<file path="src/rtl/muldiv_unit_if.sv">
// rtl/muldiv_unit_if.sv - request/response bundle for the HI/LO multiply-divide unit
interface muldiv_unit_if #(
    parameter int W = 32
);
    logic         start;
    logic [2:0]   op;
    logic [W-1:0] a;
    logic [W-1:0] b;
    logic         flush;
    logic         busy;
    logic         done;
    logic         div_zero;
    logic [W-1:0] hi;
    logic [W-1:0] lo;

    modport master (
        output start, op, a, b, flush,
        input  busy, done, div_zero, hi, lo
    );

    modport slave (
        input  start, op, a, b, flush,
        output busy, done, div_zero, hi, lo
    );
endinterface

</file>
<file path="src/rtl/muldiv_unit.sv">
// rtl/muldiv_unit.sv - iterative radix-2 multiply / restoring divide unit with HI/LO registers
module muldiv_unit #(
    parameter int W     = 32,
    parameter int CNT_W = 6
) (
    input  logic        clk,
    input  logic        rst,
    muldiv_unit_if.slave bus
);
    typedef enum logic [1:0] {IDLE, CALC, FIN} state_t;

    localparam logic [2:0] OP_MULT  = 3'b000;
    localparam logic [2:0] OP_MULTU = 3'b001;
    localparam logic [2:0] OP_MADD  = 3'b010;
    localparam logic [2:0] OP_MADDU = 3'b011;
    localparam logic [2:0] OP_DIV   = 3'b100;
    localparam logic [2:0] OP_DIVU  = 3'b101;
    localparam logic [2:0] OP_MTHI  = 3'b110;
    localparam logic [2:0] OP_MTLO  = 3'b111;

    localparam logic [CNT_W-1:0] CNT_LOAD = CNT_W'(W);
    localparam logic [CNT_W-1:0] CNT_LAST = CNT_W'(1);

    state_t           state;
    logic [CNT_W-1:0] cnt;
    logic [2:0]       op_q;
    // opnd holds the multiplicand magnitude for mul, the divisor magnitude for div
    logic [W-1:0]     opnd;
    // acc/sh: upper/lower product halves for mul, remainder/quotient for div
    logic [W-1:0]     acc;
    logic [W-1:0]     sh;
    logic             neg_lo;
    logic             neg_hi;

    logic             sgn_in;
    logic [W-1:0]     mag_a;
    logic [W-1:0]     mag_b;
    logic [W:0]       add_sum;
    logic [W:0]       trial;
    logic [W-1:0]     acc_nx;
    logic [W-1:0]     sh_nx;
    logic [2*W-1:0]   prod_mag;
    logic [2*W-1:0]   prod_res;
    logic [2*W-1:0]   madd_res;
    logic [W-1:0]     quo_res;
    logic [W-1:0]     rem_res;

    // Operand magnitudes for the incoming request; signed ops are the even opcodes
    always_comb begin
        sgn_in = ~bus.op[0];
        mag_a  = (sgn_in && bus.a[W-1]) ? (~bus.a + 1'b1) : bus.a;
        mag_b  = (sgn_in && bus.b[W-1]) ? (~bus.b + 1'b1) : bus.b;
    end

    // One iteration step: shift-add for multiply, restoring shift-subtract for divide
    always_comb begin
        add_sum = {1'b0, acc} + (sh[0] ? {1'b0, opnd} : {(W+1){1'b0}});
        trial   = {acc, sh[W-1]} - {1'b0, opnd};
        acc_nx  = acc;
        sh_nx   = sh;
        if (!op_q[2]) begin
            acc_nx = add_sum[W:1];
            sh_nx  = {add_sum[0], sh[W-1:1]};
        end else if (!trial[W]) begin
            acc_nx = trial[W-1:0];
            sh_nx  = {sh[W-2:0], 1'b1};
        end else begin
            acc_nx = {acc[W-2:0], sh[W-1]};
            sh_nx  = {sh[W-2:0], 1'b0};
        end
    end

    // Sign correction and accumulation applied when leaving FIN
    always_comb begin
        prod_mag = {acc, sh};
        prod_res = neg_lo ? (~prod_mag + 1'b1) : prod_mag;
        madd_res = {bus.hi, bus.lo} + prod_res;
        quo_res  = neg_lo ? (~sh + 1'b1) : sh;
        rem_res  = neg_hi ? (~acc + 1'b1) : acc;
    end

    // Control FSM with registered status outputs and HI/LO architectural state
    always_ff @(posedge clk or negedge rst) begin
        if (!rst) begin
            state        <= IDLE;
            cnt          <= '0;
            op_q         <= OP_MULT;
            opnd         <= '0;
            acc          <= '0;
            sh           <= '0;
            neg_lo       <= 1'b0;
            neg_hi       <= 1'b0;
            bus.busy     <= 1'b0;
            bus.done     <= 1'b0;
            bus.div_zero <= 1'b0;
            bus.hi       <= '0;
            bus.lo       <= '0;
        end else begin
            bus.done     <= 1'b0;
            bus.div_zero <= 1'b0;
            case (state)
                IDLE: begin
                    if (bus.start) begin
                        case (bus.op)
                            OP_MTHI: begin
                                bus.hi   <= bus.a;
                                bus.done <= 1'b1;
                            end
                            OP_MTLO: begin
                                bus.lo   <= bus.a;
                                bus.done <= 1'b1;
                            end
                            default: begin
                                if (bus.op[2] && (bus.b == '0)) begin
                                    bus.done     <= 1'b1;
                                    bus.div_zero <= 1'b1;
                                end else begin
                                    op_q     <= bus.op;
                                    cnt      <= CNT_LOAD;
                                    acc      <= '0;
                                    neg_lo   <= sgn_in & (bus.a[W-1] ^ bus.b[W-1]);
                                    neg_hi   <= sgn_in & bus.a[W-1];
                                    opnd     <= bus.op[2] ? mag_b : mag_a;
                                    sh       <= bus.op[2] ? mag_a : mag_b;
                                    bus.busy <= 1'b1;
                                    state    <= CALC;
                                end
                            end
                        endcase
                    end
                end
                CALC: begin
                    if (bus.flush) begin
                        cnt      <= '0;
                        bus.busy <= 1'b0;
                        state    <= IDLE;
                    end else begin
                        acc <= acc_nx;
                        sh  <= sh_nx;
                        cnt <= cnt - 1'b1;
                        if (cnt == CNT_LAST) begin
                            state <= FIN;
                        end
                    end
                end
                FIN: begin
                    bus.busy <= 1'b0;
                    state    <= IDLE;
                    if (!bus.flush) begin
                        bus.done <= 1'b1;
                        case (op_q)
                            OP_MULT, OP_MULTU: {bus.hi, bus.lo} <= prod_res;
                            OP_MADD, OP_MADDU: {bus.hi, bus.lo} <= madd_res;
                            OP_DIV, OP_DIVU: begin
                                bus.lo <= quo_res;
                                bus.hi <= rem_res;
                            end
                            default: ;
                        endcase
                    end
                end
                default: begin
                    bus.busy <= 1'b0;
                    state    <= IDLE;
                end
            endcase
        end
    end
endmodule

</file>
<file path="src/flat_wrapper.sv">
// flat-port wrapper written by rule: the top's interface ports become plain ports
module muldiv_unit_flat 
#(
    parameter int W     = 32,
    parameter int CNT_W = 6
)
  (clk, rst, bus_start, bus_op, bus_a, bus_b, bus_flush, bus_busy, bus_done, bus_div_zero, bus_hi, bus_lo);
  muldiv_unit_if #(.W(W)) bus_i ();
  input  logic clk;
  input  logic rst;
  input wire logic [$bits(bus_i.start)-1:0] bus_start;
  input wire logic [$bits(bus_i.op)-1:0] bus_op;
  input wire logic [$bits(bus_i.a)-1:0] bus_a;
  input wire logic [$bits(bus_i.b)-1:0] bus_b;
  input wire logic [$bits(bus_i.flush)-1:0] bus_flush;
  output wire logic [$bits(bus_i.busy)-1:0] bus_busy;
  output wire logic [$bits(bus_i.done)-1:0] bus_done;
  output wire logic [$bits(bus_i.div_zero)-1:0] bus_div_zero;
  output wire logic [$bits(bus_i.hi)-1:0] bus_hi;
  output wire logic [$bits(bus_i.lo)-1:0] bus_lo;
  assign bus_i.start = bus_start;
  assign bus_i.op = bus_op;
  assign bus_i.a = bus_a;
  assign bus_i.b = bus_b;
  assign bus_i.flush = bus_flush;
  assign bus_busy = bus_i.busy;
  assign bus_done = bus_i.done;
  assign bus_div_zero = bus_i.div_zero;
  assign bus_hi = bus_i.hi;
  assign bus_lo = bus_i.lo;
  muldiv_unit #(.W(W), .CNT_W(CNT_W)) u_core (.clk(clk), .rst(rst), .bus(bus_i));
endmodule
</file>
<file path="config.mk">
export PLATFORM = sky130hd
export DESIGN_NAME = muldiv_unit_flat
export DESIGN_NICKNAME = d
export VERILOG_FILES = /design/src/rtl/muldiv_unit_if.sv /design/src/rtl/muldiv_unit.sv /design/src/flat_wrapper.sv
export SDC_FILE = /design/constraint.sdc
export NUM_CORES = 1
export LEC_CHECK = 0
export ABC_CLOCK_PERIOD_IN_PS = 5200
export BUFFER_PORTS_ARGS = -buffer_cell sky130_fd_sc_hd__buf_2
export CORE_MARGIN = 2
export CORE_UTILIZATION = 57
export CTS_CLUSTER_SIZE = 12
export DETAILED_ROUTE_END_ITERATION = 8
export GPL_TIMING_DRIVEN = 0
export PLACE_DENSITY = 0.84
export REMOVE_ABC_BUFFERS = 1
export SLEW_MARGIN = 10
export SYNTH_ARGS = -nofsm -noshare
export SYNTH_HDL_FRONTEND = slang
export SYNTH_SLANG_ARGS = --single-unit
</file>
<file path="constraint.sdc">
create_clock -name clk -period 5.2 [get_ports clk]
set_input_delay 0.26 -clock clk [delete_from_list [all_inputs] [get_ports clk]]
set_output_delay 0.26 -clock clk [all_outputs]
set_load 0.01 [all_outputs]
</file>
After elaboration in Yosys (flattened, before gate mapping):

Cells that the tools add are included.

* reductions and logical operators: 19
* eq/ne operators: 20
* bitwise gates (word level): 11
* add/subtract/negate cells: 9
* mux-type cells: 56

Operator list (number)
* two-way mux 32 bit: 24
* one-hot mux 32 bit (2 select lines): 4
* one-hot mux 32 bit (3 select lines): 2
* adder 32 x 1 -> 32 bit (second input constant): 4
* inverter 32 bit: 4
* adder 64 x 1 -> 64 bit (second input constant): 1
* adder 64 bit: 1
* two-way mux 64 bit: 1
* inverter 64 bit: 1
* adder 32 x 33 -> 33 bit: 1
* subtractor 33 x 32 -> 33 bit: 1
* logical NOT 32 bit: 1
* two-way mux 6 bit: 4
* != test 2 bit (second input constant): 8
* AND reduction 4 bit: 4
* AND reduction 5 bit: 3
* equality test 3 bit (second input constant): 4
* two-way mux 1 bit: 12
* one-hot mux 6 bit (2 select lines): 1
* two-way mux 2 bit: 5
* OR reduction 2 bit: 4
* equality test 3 x 2 -> 1 bit (second input constant): 2
* equality test 6 x 1 -> 1 bit (second input constant): 1
* subtractor 6 x 1 -> 6 bit (second input constant): 1
* 14 further kinds: 21

* bits of input ports: 71
* logic and storage cells: 128
* register bits: 176

Logic depth before layout (Yosys ltp):

Gate-level depths: netlist of run 1.

* depth in word-level cells: 8
* gate-level depth with buffers: 25
* mapped depth without buffers: 23

Worst setup path before layout of run 1:

OpenSTA, ideal clock, no wires.

* path type: reg2reg
* start: register u_core.sh[23]
* end: register u_core.bus.hi[18]
* setup slack: -0.149 ns
* buffers on the path: 1
* arrival: 5.219 ns
* library setup time: 0.129 ns
* stages on the path, launching flop included: 21
* cells stage by stage: dfrtp_1 -> or4_4 -> or3_1 -> or4_4 -> or4_4 -> clkbuf_1 -> o21ai_0 -> xnor2_1 -> ha_1 -> a21oi_1 -> o21ai_0 -> a31oi_1 -> a21oi_1 -> o31a_1 -> nor2b_1 -> or3b_2 -> a31oi_1 -> o21ai_0 -> xor2_1 -> a21oi_1 -> o22ai_1

* longest elaborated chain between the ends: 7

RTL lines
* from (decl): RTL line muldiv_unit.sv:31 `logic [W-1:0] sh;`
* from (signal assigned): RTL line muldiv_unit.sv:124 `sh <= bus.op[2] ? mag_a : mag_b;`
* from (signal assigned): RTL line muldiv_unit.sv:139 `sh <= sh_nx;`
* inverter 64 bit: RTL line muldiv_unit.sv:76 `prod_res = neg_lo ? (~prod_mag + 1'b1) : prod_mag;`
* adder 64 x 1 -> 64 bit: RTL line muldiv_unit.sv:76
* two-way mux 64 bit *: RTL line muldiv_unit.sv:76
* adder 64 bit: RTL line muldiv_unit.sv:77 `madd_res = {bus.hi, bus.lo} + prod_res;`
* one-hot mux 32 bit (3 select lines) *: RTL line muldiv_unit.sv:151 `case (op_q)`
* two-way mux 32 bit *: RTL line muldiv_unit.sv:149 `if (!bus.flush) begin`
* one-hot mux 32 bit (2 select lines) *: RTL line muldiv_unit.sv:101 `case (state)`
* to (signal assigned): RTL line muldiv_unit.sv:106 `bus.hi <= bus.a;`
* to (signal assigned): RTL line muldiv_unit.sv:152 `OP_MULT, OP_MULTU: {bus.hi, bus.lo} <= prod_res;`
* to (signal assigned): RTL line muldiv_unit.sv:153 `OP_MADD, OP_MADDU: {bus.hi, bus.lo} <= madd_res;`
* to (decl): RTL line muldiv_unit_if.sv:23 `output busy, done, div_zero, hi, lo`

Every way passes the cells marked *; elsewhere a longest branch is shown, timed or not. The select of a mux whose other input is x is not followed.
A chain may end at the register's enable or synchronous reset.

Final worst setup path of run 1:

* start: register u_core.sh[23]
* end: register u_core.bus.hi[30]

The elaborated chain is that of the path after synthesis.

==> results.json, run 1 <==
{
  "grt_pass1_wl_um": 113900,
  "cp-endpoint": "u_core.bus.hi[30]",
  "groute.usage.overall": 0.4040,
  "synth_cells": 2736,
  "yosys_warnings": 0,
  "irDropWorstVdd_mv": 0.3584,
  "wl_um": 75750,
  "synthTopCellsByArea": "dfrtp_1 22%, ha_1 8.9%, o21ai_0 7.9%",
  "htree_levels": 4,
  "grt_setup_unrepaired": "true",
  "crit_chain": "or4_4 -> or3_4 -> or4_4 -> or4_4 -> o21ai_4 -> xnor2_4 -> ha_4 -> nand3_2 -> or3_4 -> nor4_4 -> nand4_1 -> a21oi_4 -> nor3_4 -> nor3_2 -> buf_4 -> nor2_4 -> or4_1 -> a31oi_1",
  "ys_top_cells_by_count": "313 x o21ai_0, 306 x a21oi_1, 290 x nand2_1",
  "fin_util": 0.6787,
  "clk_latency_ns": 0.47,
  "max_cap_violations": 0,
  "p_total_mw": 16.20,
  "fin_crit_ns": 5.381,
  "violations": "negative setup slack",
  "slowest_stage": "or4_4",
  "setup_ws_ns": -0.1811,
  "cts-root-buf": "clkbuf_16",
  "tritoncts": "done",
  "final_layout_size_suffix_gt1_frac": 0.1774,
  "crit_start": "u_core.sh[23]",
  "dr_total_vias": 22130,
  "syn_avg_cell_area_um2": 7.277,
  "crit_buf_inv": 1,
  "drtAntennaViolNets": 0,
  "routabilityCongestion": 1.005,
  "dieHeight_um": 190.9,
  "seq_area_frac_synth": 0.2200,
  "grt-ovfl-total": 0,
  "p_leak_nw": 10.19,
  "crit_cells": 18,
  "reg2reg_depth": 18,
  "clk_path_buf_depth": 2,
  "first_global_vias": 20250,
  "crit_family": "simple AND/OR/NAND/NOR gates",
  "slew_headroom": 0.2054,
  "finalSetupViolCount": 9,
  "drc_errors": 0,
  "area_delta_synth_final_pct": 17.46,
  "drv_slew": 0,
  "ys_async_sr_fraction": 1.000,
  "r2r-start": "u_core.sh[23]",
  "cp_data_required_time_ns": 5.59,
  "synth_edf_count": 0,
  "layout.nets": 3038,
  "crit_top_cell": "or4_4",
  "die_area_mm2": 0.03644,
  "port_buffers": 137,
  "yosysMostFrequentCell": "o21ai_0",
  "cts_buffers": 17,
  "grt_max_degree": 107,
  "rows": 68,
  "cp-end-kind": "register",
  "synth.distinct_cells": 79,
  "r2r_slack_ns": -0.18,
  "cpPeakStageDelay_ns": 0.56,
  "clk_pin_slew_ns": 0.08,
  "tightest_slew_ns": 1.189,
  "yosys_register_bits": 175,
  "core-area_mm2": 0.03446,
  "num_io_pins": 138,
  "powerDensity_mw_per_mm2": 692.8,
  "die_w_um": 190.9,
  "cp_max_fo": 5,
  "synth_flop_cell": "dfrtp_1",
  "r2r_end": "u_core.bus.hi[30]",
  "routedWlPerCell_um": 23.00,
  "vias_per_cell": 6.719,
  "fmax_mhz": 185.8,
  "start_util": 0.5778,
  "yosys.area.top_type": "dfrtp_1",
  "finClkSkew_ns": 0.01379,
  "hold_viol_final": 0,
  "drt-initial-drc-count": 2430,
  "first_pass_iters": 8,
  "start_kind": "register",
  "criticalPathCategory": "reg2reg",
  "status": "finished, violations left",
  "cp_data_arrival_time_ns": 5.78,
  "antenna_found_initial": 3,
  "cts_sinks": 175,
  "synth_top_area_share": 0.2200,
  "syn_area_mm2": 0.01991,
  "dp_hpwl_um": 55370,
  "min_path_type": "in2reg",
  "period_share": 1.035
}
## state kept, by name, indices dropped and copies added (netlist names), 2 cells and up
signal,flops
u_core.bus.hi,32
u_core.state,2
u_core.acc,32
u_core.op_q,2
u_core.bus.lo,32
u_core.opnd,32
u_core.sh,32
u_core.cnt,6
## layer usage
layer	share of wire	GRT usage	vias to the layer above
li1	-	-	10010
met1	0.39	0.5408	10430
met2	0.44	0.6246	1419
met3	0.11	0.07160	267
met4	0.055	0.2060	0
met5	0	0	-
## worst register-to-register path: stages, from the launching register on
cell and delay [ns]:
dfrtp_2 0.42, or4_4 0.54, or3_4 0.38, or4_4 0.45
or4_4 0.56, o21ai_4 0.21, xnor2_4 0.14, ha_4 0.33
nand3_2 0.09, or3_4 0.37, nor4_4 0.25, nand4_1 0.21
a21oi_4 0.27, nor3_4 0.09, nor3_2 0.21, buf_4 0.17
nor2_4 0.05, or4_1 0.39, a31oi_1 0.17
## layout by cell type, fill, tap and decap left out, types with 56 or more instances in the layout
cell type / Yosys / routed
xnor2_1: 168 / 147
buf_4: 0 / 78
mux2i_1: 56 / 56
nor2_1: 286 / 271
a21oi_1: 306 / 284
dfrtp_1: 175 / 155
inv_1: 88 / 86
a21o_1: 63 / 63
buf_2: 1 / 135
o21ai_0: 313 / 270
xor2_1: 88 / 86
nand2_1: 290 / 282
ha_1: 141 / 123
## where the power goes
| part | internal (mW) | leakage (nW) | switching, mW |
|---|---|---|---|
| clock network | 0.655 | 0.289 | 0.711 |
| logic | 5.05 | 7.72 | 6.87 |
| registers | 1.88 | 2.18 | 1.04 |
## timing repair
action / CTS / global route
cloned: 1 / 0
buffers inserted: 34 / 46
resized for setup: 95 / 173
pin swaps: 34 / 56
setup endpoints to repair: 63 / 61
endpoints found under the hold margin: 69 / 0
hold buffers: 1 / 0
## worst min-delay path by stage
stage	start	end	slack [ns]	cells after the start
final	bus_op[1]	u_core.op_q[1]	0.16	2
after floorplan	rst	u_core.acc[0]	-0.04	0
after CTS	bus_op[1]	u_core.op_q[1]	0.13	2
after global routing	bus_op[1]	u_core.op_q[1]	0.15	2
after global placement	u_core.opnd[2]	u_core.opnd[2]	0.47	2
after detailed placement	rst	u_core.bus.lo[1]	0.27	1
## through the flow
| step | hold slack, ns | instance area, um^2 | worst slack (ns) | TNS [ns] | std cells |
|---|---|---|---|---|---|
| 2_1_floorplan | -0.03559 | 19260 | -0.5933 | -33.48 | 2567 |
| 3_3_place_gp | 0.4700 | 20510 | -4.135 | -435.71 | 3159 |
| 3_5_place_dp | 0.2694 | 21020 | -1.602 | -44.31 | 3177 |
| 4_1_cts | 0.1263 | 22310 | -0.1318 | -0.4124 | 3245 |
| 5_1_grt | 0.1480 | 23390 | -0.2774 | -2.279 | 3294 |
| 6_report | 0.1599 | 23390 | -0.1811 | -0.6082 | 3294 |
## logic make-up (layout without fill, tap and decap cells)
group / count (synthesis) / count (layout) / share of synthesized area
adders and majority gates: 144 / 144 / 0.09163
xor gates and xnor gates: 257 / 257 / 0.1134
buffers and inverters: 259 / 359 / 0.04965
muxes: 66 / 66 / 0.03381
and+or+nand+nor: 878 / 878 / 0.2033
AOI/OAI and AO/OA: 957 / 957 / 0.2882
DFF: 175 / 175 / 0.2200
other: 0 / 3 / 0
## layout make-up
type	instances	area (um^2)
timing repair inverter	1	5.005
timing repair buffer	236	1709
sequential	175	4407
tap	455	569.3
clock inverter	14	147.6
inverter	90	341.6
fill	2904	11070
antenna	3	7.507
multi-input combinational	2302	15760
clock buffer	18	439.2
No activity file was read; power rests on OpenSTA's default activity.
==> inputs of run 2 (changes only) <==
--- a/config.mk
+++ b/config.mk
@@ -12,7 +12,7 @@
 export CTS_CLUSTER_SIZE = 12
 export DETAILED_ROUTE_END_ITERATION = 8
 export GPL_TIMING_DRIVEN = 0
-export PLACE_DENSITY = 0.84
+export PLACE_DENSITY = 0.81
 export REMOVE_ABC_BUFFERS = 1
 export SLEW_MARGIN = 10
 export SYNTH_ARGS = -nofsm -noshare
==> results.json, run 2 (synthesis gave the netlist of run 1 again) <==
{
  "start_util": 0.5778,
  "area_delta_synth_final_pct": 17.12,
  "die_w_um": 190.9,
  "whs_ns": 0.1603,
  "hp-start": "bus_op[1]",
  "tns_ns": -0.4669,
  "setup_ws_ns": -0.1386,
  "first_pass_iters": 6,
  "tritoncts": "done",
  "dp_hpwl_um": 55120,
  "final_common_cell": "a21oi_1",
  "cts_sinks": 175,
  "groute.usage.overall": 0.4040,
  "layout_common_cells": "284 x a21oi_1, 278 x nand2_1, 275 x nor2_1",
  "vias_per_cell": 6.730,
  "clk_path_buf_depth": 2,
  "max_cap_violations": 0,
  "tightest_slew_ns": 1.041,
  "dr_total_vias": 22120,
  "p_total_mw": 16.12,
  "cp_max_fo": 6,
  "port_buffers": 137,
  "dp_cells": 3179,
  "grt-ovfl-total": 0,
  "routabilityCongestion": 0.9742,
  "clk_latency_ns": 0.47,
  "cts_buffers": 17,
  "r2r-start": "u_core.sh[23]",
  "violations": "negative setup slack",
  "drv_slew": 0,
  "min_path_type": "in2reg",
  "start_kind": "register",
  "finalSetupViolCount": 7,
  "htree_levels": 4,
  "die_area_mm2": 0.03644,
  "finClkSkew_ns": 0.01239,
  "fmax_mhz": 187.3,
  "criticalPathCategory": "reg2reg",
  "clk_pin_slew_ns": 0.08,
  "grt_max_degree": 106,
  "routedWlPerCell_um": 22.80,
  "grt_setup_unrepaired": "true",
  "rows": 68,
  "dieHeight_um": 190.9,
  "crit_start": "u_core.sh[23]",
  "fillCellCount": 2914,
  "drt-initial-drc-count": 2634,
  "p_leak_nw": 10.13,
  "wl_um": 74930,
  "period_share": 1.027,
  "first_global_vias": 20750,
  "core-area_mm2": 0.03446,
  "cp_data_required_time_ns": 5.58,
  "final_layout_size_suffix_gt1_frac": 0.1750,
  "drtAntennaViolNets": 0,
  "layout.nets": 3030,
  "powerDensity_mw_per_mm2": 691.2,
  "fin_crit_ns": 5.339,
  "antenna_found_initial": 5,
  "num_io_pins": 138,
  "cts-root-buf": "clkbuf_16",
  "drc_errors": 0,
  "status": "finished, violations left",
  "slew_headroom": 0.3062,
  "hold_viol_final": 0,
  "cp_data_arrival_time_ns": 5.72,
  "irDropWorstVdd_mv": 0.3433,
  "grt_pass1_wl_um": 114500,
  "layout.cells.non_filler": 3287,
  "cp-end-kind": "register"
}
-- run 2: changes by cell type in the layout (fill, tap and decap cells not counted), moves of 4 or more --
| cell | previous run | this run |
|---|---|---|
| nand2_2 | 6 | 11 |
| buf_4 | 78 | 66 |
| inv_6 | 3 | 9 |
| nand2_1 | 282 | 278 |
| clkinv_4 | 5 | 1 |
| nor2_1 | 271 | 275 |
| ha_1 | 123 | 116 |
| ha_4 | 12 | 16 |
-- run 2: area by class of cell --
type	instances	area, um^2	area share
antenna	4	10.01	0.0004293
clock buffer	18	429.2	0.01841
clock inverter	14	118.9	0.005098
inverter	90	341.6	0.01465
multi-input combinational	2302	15750	0.6756
sequential	175	4405	0.1889
tap	455	569.3	0.02442
timing repair buffer	228	1684	0.07223
timing repair inverter	1	5.005	0.0002146
-- run 2: report_power, final --
group	total, mW	switching, mW	internal [mW]
combinational	11.9	6.85	5.07
clock	1.31	0.683	0.629
sequential	2.88	1.01	1.88
-- run 2: per-layer routing --
layer / GRT usage / wire length (um) / share of wire / up-vias
met4: 0.2099 / 4140 / 0.055 / 0
met5: 0 / 0 / 0 / -
met2: 0.6263 / 32750 / 0.44 / 1354
li1: - / - / - / 9997
met1: 0.5322 / 29660 / 0.40 / 10500
met3: 0.08023 / 8380 / 0.11 / 270
-- run 2: path summary, 6_finish.rpt --
kind	to	slack [ns]	cells past startpoint
worst max register to register	u_core.bus.hi[30]	-0.14	18
worst max-delay path	u_core.bus.hi[30]	-0.14	18
worst min register to register	u_core.opnd[31]	0.49	2
worst min-delay path	u_core.op_q[1]	0.16	2
min in group asynchronous	u_core.bus.lo[26]	0.35	2
max in group asynchronous	u_core.acc[15]	3.80	3
-- run 2: timing repair --
| item | in CTS | in global routing |
|---|---|---|
| buffers inserted | 49 | 21 |
| endpoints found under the setup margin | 71 | 64 |
| gates resized for setup | 104 | 162 |
| hold buffers | 1 | 0 |
| gates cloned | 1 | 0 |
| endpoints found under the hold margin | 70 | 0 |
| pin swaps | 34 | 58 |
-- run 2: stage by stage --
stage / util / cell area [um^2] / worst slack (ns)
after global routing: 0.6765 / 23310 / -0.2517
after global placement: 0.5953 / 20510 / -4.133
final: 0.6767 / 23320 / -0.1386
after CTS: 0.6505 / 22410 / -0.1692
after detailed placement: 0.6109 / 21050 / -1.747
after floorplan: - / 19260 / -0.5933
-- run 2: critical path, cell delays in order (launching register included) --
cell and delay (ns):
dfrtp_1 0.40, or4_4 0.54, or3_4 0.39, or4_4 0.46, or4_4 0.59, o21ai_4 0.22, xnor2_4 0.14, ha_4 0.33
nand3_2 0.09, or3_4 0.37, nand2b_4 0.16, a21oi_2 0.13, o31a_1 0.23, nor2b_4 0.22, nor3_4 0.07, nor3_4 0.17
nor2_2 0.10, or4_1 0.40, a31oi_1 0.23
